**src/rtl/cnt_capture_if.sv**
```systemverilog
// Capture-timer bus: control/measured-signal inputs and captured-result outputs.
interface cnt_capture_if #(
  parameter int width = 32
);
  logic             en;
  logic             sig;
  logic             ack;
  logic [width-1:0] period;
  logic [width-1:0] high;
  logic             valid;
  logic             ovf;
  logic             it;

  modport master (output en, sig, ack, input period, high, valid, ovf, it);
  modport slave  (input en, sig, ack, output period, high, valid, ovf, it);
endinterface

```
**src/rtl/cnt_capture.sv**
```systemverilog
// Input-capture timer: measures period (rise to rise) and high time (rise to fall)
// of an asynchronous signal in clk cycles, with saturation flag and sticky interrupt.
module cnt_capture #(
  parameter int width = 32
) (
  input  logic          clk,
  input  logic          rst,
  cnt_capture_if.slave  bus
);
  localparam logic [width-1:0] CNT_MAX = '1;
  localparam logic [width-1:0] CNT_ONE = width'(1);

  typedef enum logic [1:0] {IDLE, WAIT_LOW, WAIT_RISE, RUN} state_t;

  state_t           state_q, state_d;
  logic             sync1_q, s_q, s_dly_q;
  logic [width-1:0] pcnt_q, pcnt_d;
  logic             sat_q, sat_d;
  logic [width-1:0] hlat_q, hlat_d;
  logic [width-1:0] period_q, period_d;
  logic [width-1:0] high_q, high_d;
  logic             ovf_q, ovf_d;
  logic             valid_q, valid_d;
  logic             it_q, it_d;
  logic             rise, fall;

  assign rise = s_q & ~s_dly_q;
  assign fall = ~s_q & s_dly_q;

  always_ff @(posedge clk) begin
    if (rst) begin
      state_q  <= IDLE;
      sync1_q  <= 1'b0;
      s_q      <= 1'b0;
      s_dly_q  <= 1'b0;
      pcnt_q   <= '0;
      sat_q    <= 1'b0;
      hlat_q   <= '0;
      period_q <= '0;
      high_q   <= '0;
      ovf_q    <= 1'b0;
      valid_q  <= 1'b0;
      it_q     <= 1'b0;
    end else begin
      state_q  <= state_d;
      sync1_q  <= bus.sig;
      s_q      <= sync1_q;
      s_dly_q  <= s_q;
      pcnt_q   <= pcnt_d;
      sat_q    <= sat_d;
      hlat_q   <= hlat_d;
      period_q <= period_d;
      high_q   <= high_d;
      ovf_q    <= ovf_d;
      valid_q  <= valid_d;
      it_q     <= it_d;
    end
  end

  always_comb begin
    state_d  = state_q;
    pcnt_d   = pcnt_q;
    sat_d    = sat_q;
    hlat_d   = hlat_q;
    period_d = period_q;
    high_d   = high_q;
    ovf_d    = ovf_q;
    valid_d  = 1'b0;
    if (!bus.en) begin
      state_d = IDLE;
      pcnt_d  = '0;
      sat_d   = 1'b0;
      hlat_d  = '0;
    end else begin
      unique case (state_q)
        IDLE: state_d = WAIT_LOW;
        // Both sync stages must show low: a freshly reset pipeline reads 0
        // even while sig is high, which would otherwise let a fake rise arm.
        WAIT_LOW: if (!sync1_q && !s_q) state_d = WAIT_RISE;
        WAIT_RISE: begin
          if (rise) begin
            state_d = RUN;
            pcnt_d  = CNT_ONE;
            sat_d   = 1'b0;
            hlat_d  = CNT_MAX;
          end
        end
        RUN: begin
          if (rise) begin
            period_d = pcnt_q;
            high_d   = hlat_q;
            ovf_d    = sat_q;
            valid_d  = 1'b1;
            pcnt_d   = CNT_ONE;
            sat_d    = 1'b0;
            hlat_d   = CNT_MAX;
          end else begin
            // pcnt holds at max, so a late fall latches max as well.
            if (pcnt_q == CNT_MAX) sat_d = 1'b1;
            else                   pcnt_d = pcnt_q + CNT_ONE;
            if (fall) hlat_d = pcnt_q;
          end
        end
        default: state_d = IDLE;
      endcase
    end
    it_d = valid_d | (it_q & ~bus.ack);
  end

  assign bus.period = period_q;
  assign bus.high   = high_q;
  assign bus.valid  = valid_q;
  assign bus.ovf    = ovf_q;
  assign bus.it     = it_q;
endmodule

```
**src/flat_wrapper.sv**
```systemverilog
// flat-port wrapper written by rule: the top's interface ports become plain ports
module cnt_capture_flat 
#(
  parameter int width = 32
)
  (clk, rst, bus_en, bus_sig, bus_ack, bus_period, bus_high, bus_valid, bus_ovf, bus_it);
  cnt_capture_if #(.width(width)) bus_i ();
  input  logic clk;
  input  logic rst;
  input wire logic [$bits(bus_i.en)-1:0] bus_en;
  input wire logic [$bits(bus_i.sig)-1:0] bus_sig;
  input wire logic [$bits(bus_i.ack)-1:0] bus_ack;
  output wire logic [$bits(bus_i.period)-1:0] bus_period;
  output wire logic [$bits(bus_i.high)-1:0] bus_high;
  output wire logic [$bits(bus_i.valid)-1:0] bus_valid;
  output wire logic [$bits(bus_i.ovf)-1:0] bus_ovf;
  output wire logic [$bits(bus_i.it)-1:0] bus_it;
  assign bus_i.en = bus_en;
  assign bus_i.sig = bus_sig;
  assign bus_i.ack = bus_ack;
  assign bus_period = bus_i.period;
  assign bus_high = bus_i.high;
  assign bus_valid = bus_i.valid;
  assign bus_ovf = bus_i.ovf;
  assign bus_it = bus_i.it;
  cnt_capture #(.width(width)) u_core (.clk(clk), .rst(rst), .bus(bus_i));
endmodule
```
**config.mk**
```make
export PLATFORM = sky130hd
export DESIGN_NAME = cnt_capture_flat
export DESIGN_NICKNAME = d
export VERILOG_FILES = /design/src/rtl/cnt_capture_if.sv /design/src/rtl/cnt_capture.sv /design/src/flat_wrapper.sv
export SDC_FILE = /design/constraint.sdc
export NUM_CORES = 1
export LEC_CHECK = 0
export ABC_AREA = 0
export ABC_CLOCK_PERIOD_IN_PS = 4800
export BUFFER_PORTS_ARGS = -buffer_cell sky130_fd_sc_hd__clkbuf_2
export CAP_MARGIN = 20
export CORE_ASPECT_RATIO = 2
export CORE_MARGIN = 2
export CORE_UTILIZATION = 55
export DETAILED_ROUTE_END_ITERATION = 10
export PLACE_DENSITY = 0.77
export SKIP_CTS_REPAIR_TIMING = 1
export SYNTH_ARGS = -nofsm -noshare
export SYNTH_HDL_FRONTEND = slang
export SYNTH_SLANG_ARGS = --single-unit
```
**constraint.sdc**
```tcl
create_clock -name clk -period 4.8 [get_ports clk]
set_input_delay 0.24 -clock clk [delete_from_list [all_inputs] [get_ports clk]]
set_output_delay 0.24 -clock clk [all_outputs]
set_load 0.005 [all_outputs]
```
==> results of run 1 <==
-- placed cells by master (no fill, tap or decap), types with 7 or more instances in the layout --
| master | netlist | final |
|---|---|---|
| a21oi_1 | 109 | 109 |
| a311oi_1 | 7 | 7 |
| a31oi_1 | 14 | 14 |
| and3_1 | 14 | 13 |
| buf_4 | 0 | 7 |
| clkbuf_16 | 0 | 17 |
| clkbuf_2 | 2 | 71 |
| dfxtp_1 | 137 | 137 |
| nand2_1 | 201 | 201 |
| nand3_1 | 11 | 10 |
| nand4_1 | 7 | 7 |
| nor2_1 | 21 | 21 |
| nor3_1 | 14 | 14 |
| nor4_1 | 8 | 8 |
| o21ai_0 | 45 | 45 |
-- kinds of logic (layout without fill, tap and decap cells) --
logic type / after synthesis / in the layout / share of synthesized area
buf+inv: 58 / 116 / 0.0399
mux: 4 / 4 / 0.00710
simple gates: 305 / 305 / 0.240
flops: 137 / 137 / 0.486
fa+ha+maj: 6 / 6 / 0.0133
compound gates: 209 / 209 / 0.213
-- worst max-delay path, cell delays in order, from the launching register on --
cell,delay (ps)
dfxtp_1,450
ha_1,250
nand3_1,170
nor4_1,570
nand3_1,670
and3_1,410
o221a_2,270
-- layer usage --
layer / global-route usage / up-vias / routed length, µm / part of all wire
met4: 0.129 / 0 / 580 / 0.038
li1: - / 2601 / - / -
met1: 0.331 / 2531 / 5860 / 0.39
met2: 0.493 / 214 / 8050 / 0.53
met3: 0.0549 / 50 / 708 / 0.047
met5: 0 / - / 0 / 0
-- how the worst max path moves through the flow --
stage | start | to | slack, ps | cells past startpoint
6_report | u_core.pcnt_q[0] | u_core.pcnt_q[18] | 1900 | 6
3_3_place_gp | u_core.pcnt_q[0] | u_core.pcnt_q[18] | 2070 | 6
4_1_cts | u_core.pcnt_q[0] | u_core.pcnt_q[18] | 1950 | 6
5_1_grt | u_core.pcnt_q[0] | u_core.pcnt_q[18] | 1660 | 6
2_1_floorplan | u_core.pcnt_q[0] | u_core.pcnt_q[24] | 2490 | 7
3_5_place_dp | u_core.pcnt_q[0] | u_core.pcnt_q[18] | 1960 | 6
-- metrics by stage --
| stage | instance area [µm²] | instances | utilization | setup WS (ps) |
|---|---|---|---|---|
| 2_1_floorplan | 5640 | 719 | - | 2490 |
| 3_3_place_gp | 6010 | 878 | 0.600 | 2070 |
| 3_5_place_dp | 6010 | 878 | 0.600 | 1960 |
| 4_1_cts | 6610 | 910 | 0.659 | 1950 |
| 5_1_grt | 6650 | 912 | 0.664 | 1660 |
| 6_report | 6650 | 912 | 0.664 | 1900 |
-- sequential cells by signal (all words and copies together) (netlist names) --
name               count
u_core.pcnt_q         32
u_core.sat_q           1
u_core.bus.high       32
u_core.bus.it          1
u_core.bus.ovf         1
u_core.s_dly_q         1
u_core.state_q         2
u_core.s_q             1
u_core.sync1_q         1
u_core.bus.valid       1
u_core.bus.period     32
u_core.hlat_q         32
-- power breakdown --
part | switching [W] | internal, W
registers | 0.00000375 | 0.00114
logic | 0.0000423 | 0.0000137
clock network | 0.000525 | 0.000779
total | 0.000571 | 0.00193
-- area by class of cell --
| cell class | instances | area [µm²] |
|---|---|---|
| Inverter | 4 | 15.0 |
| Clock inverter | 14 | 163 |
| Multi-Input combinational cell | 524 | 2680 |
| Sequential cell | 137 | 2740 |
| Timing Repair Buffer | 80 | 455 |
| Clock buffer | 18 | 429 |
| Fill cell | 919 | 3370 |
| Tap cell | 135 | 169 |
==> impl_metrics.ini, run 1 <==
[power_and_ir_drop]
finalPower_w = 0.00251
p_leak_nw = 2.32
vdd_drop_max_uv = 268
power.density_nw_per_um2 = 377

[die]
row_count = 52
io_pins = 72
dieHeight_um = 147
start_util = 0.563
dieArea_um2 = 11100
fp.dieW_um = 75.6
core_um2 = 10000

[timing]
rsz0062_at_grt = no
post-route-period-util = 0.605
post-route-min-period_ps = 2900
fmax_ghz = 0.345
setup_viol = 0
drv_slew = 0
fin_worst_skew_ps = 8.97
tightestPinTransition_ps = 1080
max_slew_margin = 0.275
whs_ps = 29.1
hold_viol = 0
tns_ps = 0

[grt]
grt_antenna_before_repair = 0
gr-total-overflow = 0
grt_use_total = 0.287
grt_pass1_vias = 5021
grt_pass1_wl_um = 24800
grt_start_max_net_pins = 73

[logic_synthesis]
synth_ff_type = dfxtp_1
ys_types = 44
yosys-top-cells-area = dfxtp_1, nand2_1, a21oi_1
synth_most_common_cell = nand2_1
seq_area_frac_synth = 0.486
ys_ff_latch = 137
syn_inst = 719
netlist_area_um2 = 5640
synth_top_cell_area_share = 0.486
synth_nets = 730
synth_edf_count = 0
synth-warning-count = 0
post-synth-top-area-cell = dfxtp_1
synth.top_cells.by_count = nand2_1, dfxtp_1, a21oi_1
avgSynthCellArea_um2 = 7.84
synthArstFlopShare = 0

[placement]
gp_congestion = 0.927
io_buffers = 71
hpwl_um = 10100

[hold_path]
holdCritPathClass = in2reg
hold_depth = 2
holdCritStartpoint = bus_sig
holdPathEnd = u_core.sync1_q

[final_layout]
num_antenna_cells = 0
num-nets-final = 775
drive_above_1_share = 0.152
syn_to_final_growth_pct = 18.0

[setup_path]
arrival_ps = 3210
path_class = reg2reg
worstReg2RegEnd = u_core.pcnt_q[18]
end_kind = flip-flop
required_ps = 5100
reg2regPathDepth = 6
rrSetupSlack_ps = 1900
r2r_start = u_core.pcnt_q[0]
cp-start-kind = flip-flop
critPathMaxFanout = 17

[cts]
cts_tree = built
cts-root-buf = clkbuf_16
cts_made_buffers = 17
cts.path.max_buffers = 2
clkTransAtPathRegs_ps = 60
clock_latency_ps = 420
cts_sinks = 137
cts_max_level = 4

[routing]
wl_um = 15200
drt-pass1-iter-count = 5
num_vias = 5396
antenna_left = 0
remaining_drc_errors = 0
routed_via_density = 5.92
wl_per_cell_um = 16.7
first_iter_violations = 416

[run_status]
status = complete, no violations

[flow_run]
maxCapViolations = 0
No activity file was read; power rests on OpenSTA's default activity.
==> inputs of run 2 (changes only) <==
--- a/config.mk
+++ b/config.mk
@@ -6,7 +6,7 @@
 export NUM_CORES = 1
 export LEC_CHECK = 0
 export ABC_AREA = 0
-export ABC_CLOCK_PERIOD_IN_PS = 4800
+export ABC_CLOCK_PERIOD_IN_PS = 2700
 export BUFFER_PORTS_ARGS = -buffer_cell sky130_fd_sc_hd__clkbuf_2
 export CAP_MARGIN = 20
 export CORE_ASPECT_RATIO = 2
==> constraint.sdc (replaced) <==
create_clock -name clk -period 2.7 [get_ports clk]
set_input_delay 0.135 -clock clk [delete_from_list [all_inputs] [get_ports clk]]
set_output_delay 0.135 -clock clk [all_outputs]
set_load 0.005 [all_outputs]
==> impl_metrics.ini, run 2 (synthesis results as in run 1) <==
[die]
fp.dieW_um = 75.6
dieHeight_um = 147
io_pins = 72
dieArea_um2 = 11100
start_util = 0.563
core_um2 = 10000
row_count = 52

[final_layout]
seq_area_um2 = 2740
drive_above_1_share = 0.181
layout_commonest_cell = nand2_1
num-nets-final = 804
num_antenna_cells = 0
syn_to_final_growth_pct = 22.2
multiInputGateArea_um2 = 2690
fillers = 885
layout_common_cells = nand2_1, dfxtp_1, a21oi_1
utilization = 0.688

[setup_path]
required_ps = 3030
path_class = reg2reg
arrival_ps = 2900
critPathMaxFanout = 10
end_kind = flip-flop
cp-start-kind = flip-flop

[placement]
pre_cts_ws_ps = 121
gp_congestion = 0.925
io_buffers = 71
hpwl_um = 11300

[grt]
grt_antenna_before_repair = 0
grt_use_total = 0.320
gr-total-overflow = 0
grt_pass1_vias = 5270
grt_pass1_wl_um = 27000
grt_start_max_net_pins = 72

[timing]
rsz0062_at_grt = no
fin_ws_ps = 129
fin_worst_skew_ps = 7.65
drv_slew = 0
tightestPinTransition_ps = 719
post-route-min-period_ps = 2570
post-route-period-util = 0.952
setup_viol = 0
max_slew_margin = 0.521
hold_viol = 0
tns_ps = 0
fmax_ghz = 0.389

[routing]
wl_per_cell_um = 17.9
num_vias = 5525
routed_via_density = 5.87
first_iter_violations = 524
wl_um = 16800
remaining_drc_errors = 0
drt-pass1-iter-count = 6
antenna_left = 0

[hold_path]
holdCritPathClass = in2reg

[cts]
cts_max_level = 4
clkTransAtPathRegs_ps = 60
cts_tree = built
cts-root-buf = clkbuf_16
cts_made_buffers = 17
cts.path.max_buffers = 2
cts_sinks = 137
clock_latency_ps = 420

[power_and_ir_drop]
power.density_nw_per_um2 = 665
vdd_drop_max_uv = 495
finalPower_w = 0.00458
p_leak_nw = 2.48

[flow_run]
maxCapViolations = 0

[run_status]
status = complete, no violations
[run 2: final cells by class]
class                      instances  area share
multi-input combinational        524       0.390
inverter                           4     0.00218
sequential                       137       0.398
tap                              135      0.0245
timing repair buffer             109      0.0951
clock buffer                      19      0.0643
clock inverter                    13      0.0260
[run 2: worst max-delay path, cell delays in order, from the launching register on]
cell and delay (ps):
dfxtp_1 460, and4_1 300, or4b_1 670, or4_4 590, or3_1 330, o22ai_1 140
[run 2: path summary, 6_finish.rpt]
| path | cells after the start | end | slack, ps | startpoint |
|---|---|---|---|---|
| setup / recovery | 5 | u_core.pcnt_q[31] | 130 | u_core.pcnt_q[14] |
| hold / removal | 3 | u_core.bus.it | 0.5 | bus_ack |
| setup reg to reg | 5 | u_core.pcnt_q[31] | 130 | u_core.pcnt_q[14] |
| hold reg to reg | 2 | u_core.bus.high[4] | 450 | u_core.hlat_q[4] |
[run 2: power breakdown]
group | internal (W) | switching [W] | leakage (nW)
Combinational | 0.0000291 | 0.0000790 | 1.08
Clock | 0.00150 | 0.000936 | 0.301
Sequential | 0.00203 | 0.00000642 | 1.10
Total | 0.00356 | 0.00102 | 2.48
[run 2: per-layer routing]
layer  track usage  vias to the layer above  wire length [µm]
met1         0.369                     2598              6270
li1              -                     2656                 -
met5             0                        -                 0
met3        0.0672                       49               883
met2         0.551                      222              9080
met4         0.135                        0               590
[run 2: per-stage QoR]
stage	hold WS, ps	area [µm²]	instances
after floorplan	263	5640	719
after global placement	351	6250	908
after detailed placement	359	6250	908
after CTS	-70.2	6870	940
after global routing	1.70	6890	941
final	0.461	6890	941
